## src/rtl/nspi_pkg.sv

```systemverilog
// Shared definitions for the nspi receiver/transmitter pair: FSM state
// encoding, SPI clock idle level and default bus geometry.
package nspi_pkg;

    typedef enum logic {
        IDLE    = 1'b0,
        RECEIVE = 1'b1
    } nspi_state_e;

    localparam logic SPI_CLK_IDLE          = 1'b0;
    localparam int   NSPI_DEFAULT_CHANNELS = 2;
    localparam int   NSPI_DEFAULT_SIZE     = 8;

endpackage

```

## src/rtl/nspi_sync.sv

```systemverilog
// Two-flop synchronizer for a bus of independent asynchronous bits.
// Synchronous active-high reset clears both stages.
module nspi_sync #(
    parameter int WIDTH = 1
) (
    input  logic             clk,
    input  logic             rst,
    input  logic [WIDTH-1:0] i_d,
    output logic [WIDTH-1:0] o_q
);

    logic [WIDTH-1:0] r_sync1;
    logic [WIDTH-1:0] r_sync2;

    // Two register stages to resolve metastability before any use.
    always_ff @(posedge clk) begin
        if (rst) begin
            r_sync1 <= '0;
            r_sync2 <= '0;
        end else begin
            r_sync1 <= i_d;
            r_sync2 <= r_sync1;
        end
    end

    assign o_q = r_sync2;

endmodule

```

## src/rtl/nspi_rx.sv

```systemverilog
// Multi-channel SPI receiver: CHANNEL_NUMBER MOSI lines share one SPI
// clock, which is oversampled on clk after synchronization.
// Optional feature macro NSPI_RX_TIMEOUT_EN: abandons a partial word after
// TIMEOUT_CYCLES clk cycles without an SPI clock edge.
//
// state   | meaning
// IDLE    | no bits of the current word received (bit count 0)
// RECEIVE | word partially received, rx_busy high
module nspi_rx
    import nspi_pkg::*;
#(
    parameter int CHANNEL_NUMBER = NSPI_DEFAULT_CHANNELS,
    parameter int SPI_SIZE       = NSPI_DEFAULT_SIZE,
    parameter int MSB_FIRST      = 1
`ifdef NSPI_RX_TIMEOUT_EN
    ,
    parameter int TIMEOUT_CYCLES = 64
`endif
) (
    input  logic                      clk,
    input  logic                      rst,
    input  logic                      spi_clk,
    input  logic [CHANNEL_NUMBER-1:0] spi_mosi,
    output logic [SPI_SIZE-1:0]       data_out [CHANNEL_NUMBER-1:0],
    output logic                      rx_valid,
    input  logic                      rx_ready,
    output logic                      rx_overrun,
    output logic                      rx_busy
);

    localparam int CNT_W = (SPI_SIZE > 1) ? $clog2(SPI_SIZE) : 1;
    localparam logic [CNT_W-1:0] LAST_BIT = CNT_W'(SPI_SIZE - 1);

    logic                      w_sclk_s;
    logic [CHANNEL_NUMBER-1:0] w_mosi_s;
    logic                      r_sclk_prev;
    logic                      w_edge;
    logic                      w_complete;
    logic                      w_abort;
    logic [CNT_W-1:0]          r_bit_cnt;
    nspi_state_e               r_state;
    nspi_state_e               w_state_next;
    logic [SPI_SIZE-1:0]       r_shift      [CHANNEL_NUMBER-1:0];
    logic [SPI_SIZE-1:0]       w_shift_next [CHANNEL_NUMBER-1:0];
    logic [SPI_SIZE-1:0]       r_data       [CHANNEL_NUMBER-1:0];
    logic                      r_valid;
    logic                      r_overrun;

    nspi_sync #(.WIDTH(1)) u_sync_clk (
        .clk (clk),
        .rst (rst),
        .i_d (spi_clk),
        .o_q (w_sclk_s)
    );

    nspi_sync #(.WIDTH(CHANNEL_NUMBER)) u_sync_mosi (
        .clk (clk),
        .rst (rst),
        .i_d (spi_mosi),
        .o_q (w_mosi_s)
    );

    // Edge history of the synchronized SPI clock.
    always_ff @(posedge clk) begin
        if (rst) r_sclk_prev <= 1'b0;
        else     r_sclk_prev <= w_sclk_s;
    end

    assign w_edge     = (w_sclk_s != SPI_CLK_IDLE) && (r_sclk_prev == SPI_CLK_IDLE);
    assign w_complete = w_edge && (r_bit_cnt == LAST_BIT);

    for (genvar c = 0; c < CHANNEL_NUMBER; c++) begin : g_shift
        if (SPI_SIZE == 1) begin : g_one
            assign w_shift_next[c] = w_mosi_s[c];
        end else if (MSB_FIRST != 0) begin : g_msb
            assign w_shift_next[c] = {r_shift[c][SPI_SIZE-2:0], w_mosi_s[c]};
        end else begin : g_lsb
            assign w_shift_next[c] = {w_mosi_s[c], r_shift[c][SPI_SIZE-1:1]};
        end
    end

    // Shift every channel on each SPI rising edge; latch the finished word.
    always_ff @(posedge clk) begin
        for (int c = 0; c < CHANNEL_NUMBER; c++) begin
            if (rst) begin
                r_shift[c] <= '0;
                r_data[c]  <= '0;
            end else begin
                if (w_edge)     r_shift[c] <= w_shift_next[c];
                if (w_complete) r_data[c]  <= w_shift_next[c];
            end
        end
    end

`ifdef NSPI_RX_TIMEOUT_EN
    localparam int TO_W = $clog2(TIMEOUT_CYCLES + 1);
    logic [TO_W-1:0] r_to_cnt;

    // Down-counter of edge-free cycles in RECEIVE; reloads on any edge.
    always_ff @(posedge clk) begin
        if (rst)
            r_to_cnt <= TO_W'(TIMEOUT_CYCLES);
        else if (r_state != RECEIVE || w_edge)
            r_to_cnt <= TO_W'(TIMEOUT_CYCLES);
        else if (r_to_cnt != '0)
            r_to_cnt <= r_to_cnt - TO_W'(1);
    end

    // Fires on the TIMEOUT_CYCLES-th consecutive cycle without an edge.
    assign w_abort = (r_state == RECEIVE) && !w_edge && (r_to_cnt == TO_W'(1));
`else
    assign w_abort = 1'b0;
`endif

    // Bit position within the current word; wraps on the last bit.
    always_ff @(posedge clk) begin
        if (rst)
            r_bit_cnt <= '0;
        else if (w_abort)
            r_bit_cnt <= '0;
        else if (w_edge)
            r_bit_cnt <= w_complete ? '0 : r_bit_cnt + CNT_W'(1);
    end

    // FSM state register.
    always_ff @(posedge clk) begin
        if (rst) r_state <= IDLE;
        else     r_state <= w_state_next;
    end

    // Next state; a single-bit word completes on its first edge and never leaves IDLE.
    always_comb begin
        w_state_next = r_state;
        case (r_state)
            IDLE:    if (w_edge && !w_complete)   w_state_next = RECEIVE;
            RECEIVE: if (w_complete || w_abort)   w_state_next = IDLE;
            default:                              w_state_next = IDLE;
        endcase
    end

    // Output handshake: a new word always wins over a same-cycle acknowledge.
    always_ff @(posedge clk) begin
        if (rst) begin
            r_valid   <= 1'b0;
            r_overrun <= 1'b0;
        end else begin
            r_overrun <= w_complete && r_valid && !rx_ready;
            if (w_complete)
                r_valid <= 1'b1;
            else if (r_valid && rx_ready)
                r_valid <= 1'b0;
        end
    end

    // Status outputs are forced low combinationally so they read 0 for the
    // whole time rst is asserted, including before the first reset edge.
    assign data_out   = r_data;
    assign rx_valid   = r_valid && !rst;
    assign rx_overrun = r_overrun && !rst;
    assign rx_busy    = (r_state == RECEIVE) && !rst;

endmodule

```

## config.mk

```make
export PLATFORM = sky130hd
export DESIGN_NAME = nspi_rx
export DESIGN_NICKNAME = d
export VERILOG_FILES = /design/src/rtl/nspi_pkg.sv /design/src/rtl/nspi_sync.sv /design/src/rtl/nspi_rx.sv
export SDC_FILE = /design/constraint.sdc
export NUM_CORES = 1
export LEC_CHECK = 0
export BUFFER_PORTS_ARGS = -buffer_cell sky130_fd_sc_hd__buf_2
export CAP_MARGIN = 10
export CORE_MARGIN = 4
export CORE_UTILIZATION = 35
export CTS_BUF_LIST = sky130_fd_sc_hd__clkbuf_2
export CTS_CLUSTER_DIAMETER = 150
export DETAILED_ROUTE_END_ITERATION = 8
export HOLD_SLACK_MARGIN = 0.03
export PLACE_DENSITY_LB_ADDON = 0.3
export REMOVE_ABC_BUFFERS = 1
export SYNTH_ARGS = -nofsm -noshare
export SYNTH_HDL_FRONTEND = slang
export SYNTH_SLANG_ARGS = --single-unit
```

## constraint.sdc

```tcl
create_clock -name clk -period 1.9 [get_ports clk]
set_input_delay 0.19 -clock clk [delete_from_list [all_inputs] [get_ports clk]]
set_output_delay 0.19 -clock clk [all_outputs]
set_load 0.02 [all_outputs]
```

* Yosys cells after proc, flatten, opt, wreduce, memory -nomap -nowiden
Memory sizes are Yosys's and may differ from the RTL's. Index checks and enable logic that the tools add are counted.
Word-level totals: register bits after elaboration 29, latch bits 0, memory bits (writable) 16, bits in read-only memories 0, output and inout bits 19, memories 1
Operators by class: $add $sub $neg 1, $mul 0, divide/modulo/power cells 0, $lt $le $gt $ge 0, equality and inequality tests 1, shifts and indexed selects 0, multiplexer cells 13, bitwise operators 4, reduce and logical (&&, ||, !) cells 13
Memories:
- r_shift | words 2, bits a word 8, read ports 2, clocked after memory_dff 0, wr ports 2, RTL line nspi_rx.sv:43 | logic [SPI_SIZE-1:0] r_shift [CHANNEL_NUMBER-1:0];
Operators by type and width (count):
- two-way mux 8 bit | 2
- logical AND 1 bit | 9
- two-way mux 1 bit | 9
- adder 3 x 1 -> 3 bit, second input constant | 1
- equality test 3 bit, second input constant | 1
- zero test 1 bit | 3
- two-way mux 3 bit | 1
- NOT 1 bit | 2
- bitwise OR 1 bit | 2
- one-hot mux 1 bit (2 select lines) | 1
- nonzero test 2 bit | 1

* Longest topological paths before layout
Gate-level depths: netlist (run 1).
word-level depth 7, mapped depth 7, gate-level depth less buffers 5

* Hierarchy
From an unflattened synthesis (run 1), not the netlist that was laid out.
Unflattened totals: cells, all modules 144, area, all modules 1581.5 sq um
By module, submodules not included:
- nspi_rx | times used 1, cells each 132, area an instance 1423.9 sq um, seq. area each 880.8 sq um
- nspi_sync at u_sync_mosi | times used 1, cells each 8, area an instance 105.1 sq um, seq. area each 80.1 sq um
- nspi_sync at u_sync_clk | times used 1, cells each 4, area an instance 52.6 sq um, seq. area each 40.0 sq um

* Least setup slack after synthesis (run 1)
OpenSTA, ideal clock, no wires.
kind flip-flop to flip-flop, start register r_bit_cnt[0], end register r_data (netlist bit data_out[15]), library setup time 0.132 ns, arrival 1.236 ns, required time 1.768 ns, path slack 0.532 ns, cell stages (with the launch flop) 8, buffers on the path 2, period minus slack after synthesis 1.368 ns, path through dfxtp_1 -> ha_1 -> ha_1 -> and3b_1 -> buf_4 -> buf_6 -> nand2_1 -> a21oi_1
Between the ends: word-level cells in the longest chain between the ends 2
Ends and longest elaborated chain:
- start: declaration | RTL line nspi_rx.sv:40 | logic [CNT_W-1:0] r_bit_cnt;
- start signal: assignment | RTL line nspi_rx.sv:122 | r_bit_cnt <= w_complete ? '0 : r_bit_cnt + CNT_W'(1);
- equality test 3 bit | RTL line nspi_rx.sv:70 | assign w_complete = w_edge && (r_bit_cnt == LAST_BIT);
- logical AND 1 bit | RTL line nspi_rx.sv:70
- end signal: indexed assignment | RTL line nspi_rx.sv:90 | if (w_complete) r_data[c] <= w_shift_next[c];
- end: declaration | RTL line nspi_rx.sv:45 | logic [SPI_SIZE-1:0] r_data [CHANNEL_NUMBER-1:0];
Every way passes these cells. A chain may end at the register's enable or synchronous reset.

* Worst setup path in the final report (run 1)
start register r_bit_cnt[0], end register r_data (netlist bit data_out[13])
The elaborated chain is that of the path after synthesis.

==> summary.md, run 1 <==
* **result of the run** complete, no violations
* **number of slew-limit violations in the final report** 0
* **total power density per cell area** 791 nW/um2
* **estimated wirelength of the detail-placed design** 1690 um
* **Setup Buffers After CTS** 0
* **clock period minus worst slack** 1.64 ns
* **drt wl/cell** 11.6 um
* **Max H-tree Level** 2
* **simple logic cell fraction of the synthesized area** 23.3%
* **depth of the critical timing path with buffers and inverters included** 5
* **DRC violations left** 0
* **Critical path origin** r_bit_cnt[0]
* **fraction of synthesized cell area taken by the top area cell type** 37.7%
* **CORE AREA** 4120 um2
* **cell family with the largest share of critical-path delay** simple AND/OR/NAND/NOR gates
* **GRT Util Overall** 10.4%
* **leakage power of the design** 0.000715 uW
* **max-cap check violation count** 0
* **largest family of logic cells by synthesized area** simple AND/OR/NAND/NOR gates
* **Top-Level Pins** 25
* **final-report hold violation count** 0
* **number of setup violations in the final report** 0
* **count of synthesis-stage warnings from yosys** 0
* **fraction of synthesized area in multiplexers** 0.650%
* **clk_lat worst skew** 0.39 ns
* **Final GP Congestion** 0.768
* **final instance count without filler cells** 226
* **row cnt** 23
* **CP Data Arrival Time** 1.98 ns
* **worst hold path class** in2reg
* **library cell with the highest instance count after synthesis** sky130_fd_sc_hd__nand2_1
* **critical setup path kind** reg2reg
* **number of design-rule violations left by the first detailed-router iteration** 33
* **cell count after synthesis** 145
* **Clock Sink Count** 43
* **number of antenna cells inserted** 0
* **final period utilization** 86.5%
* **Cell Chain, Critical Path** ha_1 -> ha_1 -> and3b_1 -> nand2_1 -> a21oi_1
* **number of synthesized register bits** 43
* **fraction of layout instances using a drive strength above 1** 19.3%
* **most repeated library cell on the critical path** sky130_fd_sc_hd__ha_1
* **post-synthesis cell type with the largest combined area** sky130_fd_sc_hd__dfxtp_1
* **maximum single-stage delay on the critical path** 0.54 ns
* **worst setup slack for register-to-register paths** 0.26 ns
* **share of synthesized cell area in full adder, half adder and majority cells** 1.63%
* **root buffer cell** sky130_fd_sc_hd__clkbuf_2
* **clock transition time at the flip-flop clock pins of the worst setup and hold paths** 0.19 ns
* **via count of the first global-routing pass** 949
* **total of buffers placed on input and output ports** 24
* **reg2reg path depth** 5
* **effective utilization at floorplan** 37.4%
* **CTS buffer count** 5
* **via total after detailed routing** 1020
* **compound-cell area share of the yosys netlist** 6.50%
* **cell with the biggest individual delay on the critical path** sky130_fd_sc_hd__and3b_1
* **area growth from synthesis to final layout** 15.3%
* **Die W** 74.3 um
* **average instance area after synthesis** 10.6 um2
* **count of nets left with antenna violations after detail routing** 0
* **overall power** 1400 uW
* **Core Util, Final** 43.1%
* **Worst Clk Skew** 0.00396 ns
* **Final nets** 183
* **max frequency** 0.608 GHz
* **relative max-transition margin** 62.9%
* **list of most frequent post-synthesis cells** sky130_fd_sc_hd__nand2_1 (35), sky130_fd_sc_hd__dfxtp_1 (29), sky130_fd_sc_hd__a21oi_1 (19)
* **Worst Tran Pin Value** 0.556 ns
* **WHS** 0.285 ns
* **accumulated negative setup slack** 0 ns
* **post-synthesis instance area** 1540 um2
* **Routed WL** 2610 um
* **Crit path required time** 2.24 ns
* **number of antenna violations at the first check in global routing** 0
* **Worst setup SP type** register
* **remaining global-route overflow** 0
* **maximum fanout along the worst path** 16
* **Distinct cells, synth** 23
* **top post-synthesis cells by area** sky130_fd_sc_hd__dfxtp_1 (38%), sky130_fd_sc_hd__edfxtp_1 (27%), sky130_fd_sc_hd__nand2_1 (8.5%)
* **post-synthesis async set-or-reset flop share** 0%
* **IR drop worst, VDD** 0.396 mV
* **origin of the critical flop-to-flop path** r_bit_cnt[0]
* **clock tree from TritonCTS** done
* **Placed Instances** 214
* **setup repair after global routing missed its margin** false
* **XOR/XNOR Fraction of Synth Area** 0%
* **worst flop-to-flop path endpoint** data_out[13]
* **EDFF count, synth** 14
* **area of the die** 5520 um2
* **Clock Path Buffers** 2
* **Chip Height** 74.3 um
* **first-pass GRT wire length** 4270 um
* **element type at the critical path end** register
* **dominant synthesized flop cell** sky130_fd_sc_hd__dfxtp_1
* **first drt pass iteration count** 4
* **Vias per Instance** 4.51
* **part of the Yosys area used for sequential elements** 65.0%
* **last element of the critical path** data_out[13]
* **Buffers & Inverters on Critical Path** 0
* **largest net degree at the start of global routing** 32
==> registers in the layout (all words and copies together), names as in the netlist, named ones only <==
signal and count:
u_sync_mosi.o_q 2, r_valid 1, data_out 16, r_shift 14
r_bit_cnt 3, r_overrun 1, u_sync_clk.r_sync1 1, u_sync_clk.o_q 1
r_sclk_prev 1, u_sync_mosi.r_sync1 2
==> how the worst min path moves through the flow <==
stage                                        end  slack, ns        start  cells after the start
final                               r_bit_cnt[0]       0.28          rst                      3
after global routing               r_shift[1][0]       0.26          rst                      3
after CTS                 u_sync_mosi.r_sync1[1]       0.26          rst                      3
after detailed placement  u_sync_mosi.r_sync1[1]       0.40  spi_mosi[1]                      2
after global placement    u_sync_mosi.r_sync1[1]       0.40  spi_mosi[1]                      2
after floorplan                      data_out[0]       0.26          rst                      1
==> worst register-to-register path, delay by kind of cell, from the launching register on <==
| kind | cells | cell delay (ns) |
|---|---|---|
| AND/OR/NAND/NOR | 2 | 0.67 |
| AO/OA/AOI/OAI | 1 | 0.14 |
| adder cells (fa/ha/maj) | 2 | 0.39 |
| flip-flops | 1 | 0.40 |
==> cell type report <==
type	instances	area, um2
inverters	1	3.75
repair buffers	30	175
multi-input cells	94	494
clock inverters	2	7.51
fillers	415	2340
clock buffers	6	30.0
flip-flops and latches	43	1000
well taps	50	62.6
==> per-layer routing <==
layer | vias up | routed length, um | global-route usage [%]
met5 | - | 0 | 0
met3 | 6 | 197 | 5.14
met1 | 456 | 1300 | 14.1
met2 | 26 | 1080 | 14.4
met4 | 0 | 38 | 3.56
li1 | 532 | - | -
==> repair_timing <==
action / CTS / global route
hold buffers: 4 / 0
endpoints found under the hold margin: 4 / 0
resized for setup: 0 / 0
==> kinds of logic after synthesis <==
kind of cell               count (synthesis)
AOI/OAI and AO/OA                         20
adders and majority gates                  2
buffers and inverters                      8
DFF                                       43
muxes                                      1
and+or+nand+nor                           71
==> layout by cell type, fill, tap and decap left out, drive strengths merged <==
| master | synthesis | layout |
|---|---|---|
| edfxtp | 14 | 14 |
| nand3b | 1 | 1 |
| and2 | 14 | 14 |
| nand2b | 3 | 3 |
| o21ai | 1 | 1 |
| a21oi | 19 | 19 |
| ha | 2 | 2 |
| nand3 | 1 | 1 |
| and3b | 1 | 1 |
| dlygate4sd3 | 0 | 4 |
| nor4b | 1 | 1 |
| nor2 | 4 | 4 |
| and2b | 1 | 1 |
| dfxtp | 29 | 29 |
| nand2 | 35 | 35 |
| clkbuf | 4 | 6 |
| mux2i | 1 | 1 |
| clkinv | 0 | 2 |
| nor2b | 10 | 10 |
| inv | 1 | 1 |
| buf | 3 | 26 |
==> stage by stage <==
stage          worst slack [ns]  instance area [um2]
3_3_place_gp              0.373                 1700
6_report                  0.256                 1770
3_5_place_dp              0.276                 1700
5_1_grt                   0.103                 1770
4_1_cts                   0.246                 1770
2_1_floorplan             0.566                 1500
==> where the power goes <==
part | switching, uW | internal (uW)
clock network | 278 | 88.7
logic | 28.8 | 23.3
registers | 11.0 | 974
total | 318 | 1090
(Power assumes the default switching activity.)
==> run 2, diff against run 1 <==
- CORE_MARGIN: 4 -> default
==> run 2 against run 1 <==
Net effect: wire length up 1.9%; die area decreased by 15%; global-route usage rose by 2.8 points; sequential power is essentially flat; critical endpoint is now data_out[12]; highest routed layer unchanged.
==> summary.md, run 2 (synthesis gave the netlist of run 1 again) <==
* **first drt pass iteration count** 4, unchanged
* **CP Data Arrival Time** 1.86 ns, was 1.98 ns
* **number of slew-limit violations in the final report** 0, unchanged
* **Final GP Congestion** 0.693, was 0.768
* **Max H-tree Level** 2, unchanged
* **area growth from synthesis to final layout** 14.9%, was 15.3%
* **last element of the critical path** data_out[12], was data_out[13]
* **clk_lat worst skew** 0.39 ns, about the same
* **Worst setup SP type** register, unchanged
* **setup repair after global routing missed its margin** false, unchanged
* **Worst Clk Skew** 0.0155 ns, was 0.00396 ns
* **drt wl/cell** 11.8 um, was 11.6 um
* **root buffer cell** sky130_fd_sc_hd__clkbuf_2, unchanged
* **worst hold path class** in2reg, unchanged
* **result of the run** complete, no violations, unchanged
* **commonest non-fill, non-tap cell in the layout** sky130_fd_sc_hd__nand2_1, unchanged
* **Setup Buffers After CTS** 0, unchanged
* **total of buffers placed on input and output ports** 24, unchanged
* **total power density per cell area** 799 nW/um2, was 791 nW/um2
* **largest net degree at the start of global routing** 19, was 32
* **CORE AREA** 4120 um2, unchanged
* **reg2reg path depth** 5, unchanged
* **GRT Util Overall** 13.1%, was 10.4%
* **clock period minus worst slack** 1.54 ns, was 1.64 ns
* **relative max-transition margin** 69.8%, was 62.9%
* **Top-Level Pins** 25, unchanged
* **number of design-rule violations left by the first detailed-router iteration** 48, was 33
* **Die W** 68.3 um, was 74.3 um
* **accumulated negative setup slack** 0 ns, unchanged
* **Routed WL** 2660 um, was 2610 um
* **effective utilization at floorplan** 37.4%, unchanged
* **Crit path required time** 2.22 ns, was 2.24 ns
* **Clock Sink Count** 43, unchanged
* **Worst Tran Pin Value** 0.453 ns, was 0.556 ns
* **Core Util, Final** 43.0%, was 43.1%
* **number of flip-flops in the largest register** 16, unchanged
* **via count of the first global-routing pass** 965, was 949
* **maximum fanout along the worst path** 16, unchanged
* **max frequency** 0.650 GHz, was 0.608 GHz
* **first-pass GRT wire length** 4340 um, was 4270 um
* **area of the die** 4670 um2, was 5520 um2
* **Chip Height** 68.3 um, was 74.3 um
* **count of nets left with antenna violations after detail routing** 0, unchanged
* **number of antenna cells inserted** 0, unchanged
* **leakage power of the design** 0.000715 uW, about the same
* **final-report hold violation count** 0, unchanged
* **number of setup violations in the final report** 0, unchanged
* **Final nets** 182, was 183
* **estimated wirelength of the detail-placed design** 1700 um, was 1690 um
* **critical setup path kind** reg2reg, unchanged
* **row cnt** 23, unchanged
* **pre-CTS setup slack** 0.221 ns, was 0.276 ns
* **clock transition time at the flip-flop clock pins of the worst setup and hold paths** 0.18 ns, was 0.19 ns
* **IR drop worst, VDD** 0.415 mV, was 0.396 mV
* **CTS buffer count** 5, unchanged
* **Clock Path Buffers** 2, unchanged
* **worst setup slack for register-to-register paths** 0.36 ns, was 0.26 ns
* **via total after detailed routing** 1044, was 1020
* **element type at the critical path end** register, unchanged
* **origin of the critical flop-to-flop path** r_bit_cnt[0], unchanged
* **fraction of layout instances using a drive strength above 1** 21.1%, was 19.3%
* **Critical path origin** r_bit_cnt[0], unchanged
* **clock tree from TritonCTS** done, unchanged
* **DRC violations left** 0, unchanged
* **Vias per Instance** 4.64, was 4.51
* **number of antenna violations at the first check in global routing** 0, unchanged
* **remaining global-route overflow** 0, unchanged
* **final period utilization** 81.0%, was 86.5%
* **worst flop-to-flop path endpoint** data_out[12], was data_out[13]
* **max-cap check violation count** 0, unchanged
* **PnR worst setup slack** 0.361 ns, was 0.256 ns
* **most frequent cells in the layout** sky130_fd_sc_hd__nand2_1 (35), sky130_fd_sc_hd__dfxtp_1 (29), sky130_fd_sc_hd__buf_2 (24), unchanged
## run 2: worst min-delay path by stage
stage,startpoint,endpoint,slack [ns],cells after the start
4_1_cts,rx_ready,r_overrun,0.06,3
3_3_place_gp,spi_mosi[0],u_sync_mosi.r_sync1[0],0.40,2
6_report,rx_ready,r_overrun,0.08,3
3_5_place_dp,spi_mosi[1],u_sync_mosi.r_sync1[1],0.40,2
5_1_grt,rx_ready,r_overrun,0.03,3
2_1_floorplan,rst,data_out[0],0.26,1
## run 2: area by class of cell
| cell class | instances | area [um2] |
|---|---|---|
| Inverter | 1 | 3.75 |
| Sequential cell | 43 | 1000 |
| Clock buffer | 8 | 40.0 |
| Timing Repair Buffer | 29 | 165 |
| Tap cell | 50 | 62.6 |
| Fill cell | 426 | 2350 |
| Multi-Input combinational cell | 94 | 495 |
## run 2: where the power goes
| group | internal, uW | switching, uW |
|---|---|---|
| Clock | 109 | 268 |
| Sequential | 974 | 11.1 |
| Combinational | 21.9 | 29.2 |
| Total | 1100 | 308 |
## run 2: timing repair
action,4_1_cts,5_1_grt
hold buffers,3,0
gates resized for setup,0,1
hold endpoints to repair,3,0
setup endpoints to repair,0,1
## run 2: through the flow
| step | total power (uW) | area (um2) | std cells | hold WS, ns |
|---|---|---|---|---|
| after global placement | 1050 | 1700 | 214 | 0.405 |
| after floorplan | 1020 | 1500 | 138 | 0.259 |
| after detailed placement | 1050 | 1700 | 214 | 0.404 |
| final | 1410 | 1770 | 225 | 0.0777 |
| after global routing | 1480 | 1770 | 225 | 0.0347 |
| after CTS | 1430 | 1770 | 225 | 0.0572 |
## run 2: per-layer routing
metal  share of wire [%]  GRT usage (%)
met5                   0              0
met4                 1.8           6.25
met3                 4.7           4.00
met2                  45           20.5
met1                  49           16.5
## run 2: worst max-delay path: stages (launching register included)
cell                      delay [ns]
sky130_fd_sc_hd__dfxtp_1        0.40
sky130_fd_sc_hd__ha_1           0.18
sky130_fd_sc_hd__ha_1           0.23
sky130_fd_sc_hd__and3b_2        0.41
sky130_fd_sc_hd__nand2_1        0.12
sky130_fd_sc_hd__a21oi_1        0.15
==> run 3, diff against run 2 <==
- clock period: 1.9 -> 1.5 ns (I/O delays scaled with it)
==> run 3 against run 2 <==
Net effect: cell count rose by 0.89%; die area stayed put; non-clock buffer count is 2 higher; first-iteration DRC count fell by 21%; global-route usage rose by 0.90 points; critical path depth rose by 1; sequential share of layout area shrank 2.8 points; clock power rose by 120%; hold slack improved by 0.020 ns; wire length is 3.9% higher; clock-buffer cell count shrank 2; combinational power rose by 34%.
==> summary.md, run 3 (synthesis gave the netlist of run 1 again) <==
* **final instance count without filler cells** 227, was 225
* **sum of routed wire segments on met1** 1350 um, was 1300 um
* **commonest non-fill, non-tap cell in the layout** sky130_fd_sc_hd__nand2_1, unchanged
* **IR drop worst, VDD** 0.509 mV, was 0.415 mV
* **number of setup violations in the final report** 0, unchanged
* **origin of the critical flop-to-flop path** r_bit_cnt[0], unchanged
* **Final nets** 184, was 182
* **CORE AREA** 4120 um2, unchanged
* **Final GP Congestion** 0.730, was 0.693
* **Routed WL** 2770 um, was 2660 um
* **startpoint of the lowest-slack hold path** rst, was rx_ready
* **Vias per Instance** 4.62, was 4.64
* **Worst Clk Skew** 0.0247 ns, was 0.0155 ns
* **Clock Path Buffers** 2, unchanged
* **detailed route wirelength on metal2** 1230 um, was 1190 um
* **Worst setup SP type** register, unchanged
* **largest net degree at the start of global routing** 19, unchanged
* **Critical path origin** r_bit_cnt[0], unchanged
* **number of antenna cells inserted** 0, unchanged
* **final-report hold violation count** 0, unchanged
* **clock tree from TritonCTS** done, unchanged
* **Worst Tran Pin Value** 0.305 ns, was 0.453 ns
* **met3 routed wirelength** 139 um, was 126 um
* **number of slew-limit violations in the final report** 0, unchanged
* **most frequent cells in the layout** sky130_fd_sc_hd__nand2_1 (35), sky130_fd_sc_hd__dfxtp_1 (28), sky130_fd_sc_hd__buf_2 (24), was sky130_fd_sc_hd__nand2_1 (35), sky130_fd_sc_hd__dfxtp_1 (29), sky130_fd_sc_hd__buf_2 (24)
* **critical setup path kind** reg2reg, unchanged
* **area of the die** 4670 um2, unchanged
* **CP Data Arrival Time** 1.75 ns, was 1.86 ns
* **area of placed instances** 1700 um2, about the same
* **uppermost signal routing layer after detailed routing** met4, unchanged
* **Crit path required time** 1.83 ns, was 2.22 ns
* **Die W** 68.3 um, unchanged
* **leakage power of the design** 0.000775 uW, was 0.000715 uW
* **first drt pass iteration count** 5, was 4
* **clock transition time at the flip-flop clock pins of the worst setup and hold paths** 0.22 ns, was 0.18 ns
* **Top-Level Pins** 25, unchanged
* **row cnt** 23, unchanged
* **GRT Util Overall** 14.0%, was 13.1%
* **clk_lat worst skew** 0.40 ns, was 0.39 ns
* **first-pass GRT wire length** 4710 um, was 4340 um
* **worst hold path class** in2reg, unchanged
* **max-cap check violation count** 0, unchanged
* **via count of the first global-routing pass** 1039, was 965
* **CTS buffer count** 5, unchanged
* **worst setup slack for register-to-register paths** 0.08 ns, was 0.36 ns
* **maximum fanout along the worst path** 18, was 16
* **via total after detailed routing** 1049, was 1044
* **setup repair after global routing missed its margin** true, was false
* **estimated wirelength of the detail-placed design** 1800 um, was 1700 um
* **number of antenna violations at the first check in global routing** 0, unchanged
* **fraction of layout instances using a drive strength above 1** 23.2%, was 21.1%
* **area growth from synthesis to final layout** 20.9%, was 14.9%
* **Chip Height** 68.3 um, unchanged
* **Max H-tree Level** 2, unchanged
* **element type at the critical path end** register, unchanged
* **Placed Instances** 215, was 214
* **root buffer cell** sky130_fd_sc_hd__clkbuf_2, unchanged
* **number of design-rule violations left by the first detailed-router iteration** 38, was 48
* **result of the run** complete, no violations, unchanged
* **relative max-transition margin** 79.6%, was 69.8%
* **count of nets left with antenna violations after detail routing** 0, unchanged
* **Finished Cell Area** 1860 um2, was 1770 um2
* **total of buffers placed on input and output ports** 24, unchanged
* **number of flip-flops in the largest register** 16, unchanged
* **accumulated negative setup slack** 0 ns, unchanged
* **final period utilization** 94.8%, was 81.0%
* **clock period minus worst slack** 1.42 ns, was 1.54 ns
* **remaining global-route overflow** 0, unchanged
* **Clock Sink Count** 43, unchanged
* **drt wl/cell** 12.2 um, was 11.8 um
* **DRC violations left** 0, unchanged
* **max frequency** 0.703 GHz, was 0.650 GHz
* **effective utilization at floorplan** 37.4%, unchanged
* **total power density per cell area** 1150 nW/um2, was 799 nW/um2
run 3: changes by cell type in the layout (fill, tap and decap cells not counted), sizes merged:
cell / change
bufinv: +2
dlygate4sd3: +1
buf: +1
clkbuf: -2
run 3: worst max-delay path: stages, from the launching register on:
cell	delay, ns
sky130_fd_sc_hd__dfxtp_1	0.37
sky130_fd_sc_hd__ha_1	0.20
sky130_fd_sc_hd__ha_1	0.21
sky130_fd_sc_hd__buf_4	0.15
sky130_fd_sc_hd__nand3b_4	0.19
sky130_fd_sc_hd__nand2_1	0.11
sky130_fd_sc_hd__a21oi_2	0.14
run 3: area by class of cell:
cell class / count / area (um2)
Multi-Input combinational cell: 94 / 519
Inverter: 1 / 3.75
Tap cell: 50 / 62.6
Timing Repair Buffer: 31 / 183
Sequential cell: 43 / 1000
Clock inverter: 2 / 60.1
Clock buffer: 6 / 30.0
Fill cell: 417 / 2250
run 3: through the flow:
step | worst slack (ns) | power, uW | hold slack [ns] | util, %
floorplan | 0.166 | 1300 | 0.219 | -
global placement | -0.00945 | 1330 | 0.365 | 41.4
detailed placement | -0.0831 | 1330 | 0.372 | 41.4
CTS | 0.0708 | 2160 | 0.0788 | 44.8
global route | -0.0309 | 2220 | 0.0861 | 45.2
finish | 0.0783 | 2150 | 0.0976 | 45.2
run 3: worst paths after layout:
check,end,cells past startpoint
max reg2reg,data_out[7],6
max,data_out[7],6
min reg2reg,u_sync_clk.o_q,1
min,u_sync_mosi.r_sync1[1],2
run 3: repair_timing:
| action | in CTS | in global routing |
|---|---|---|
| pin swaps | 0 | 0 |
| hold buffers | 4 | 0 |
| endpoints found under the hold margin | 5 | 0 |
| setup endpoints to repair | 17 | 6 |
| resized for setup | 2 | 5 |
| setup buffers | 0 | 0 |
run 3: report_power, final:
part	total, uW	internal [uW]	switching (uW)
registers	1250	1230	15.0
logic	68.7	30.0	38.6
clock network	830	456	374
total	2150	1720	427
run 3: metal layers:
layer | vias to the layer above | track usage, %
met5 | - | 0
met4 | 0 | 7.03
met3 | 5 | 4.00
met2 | 30 | 22.1
met1 | 480 | 17.5
li1 | 534 | -
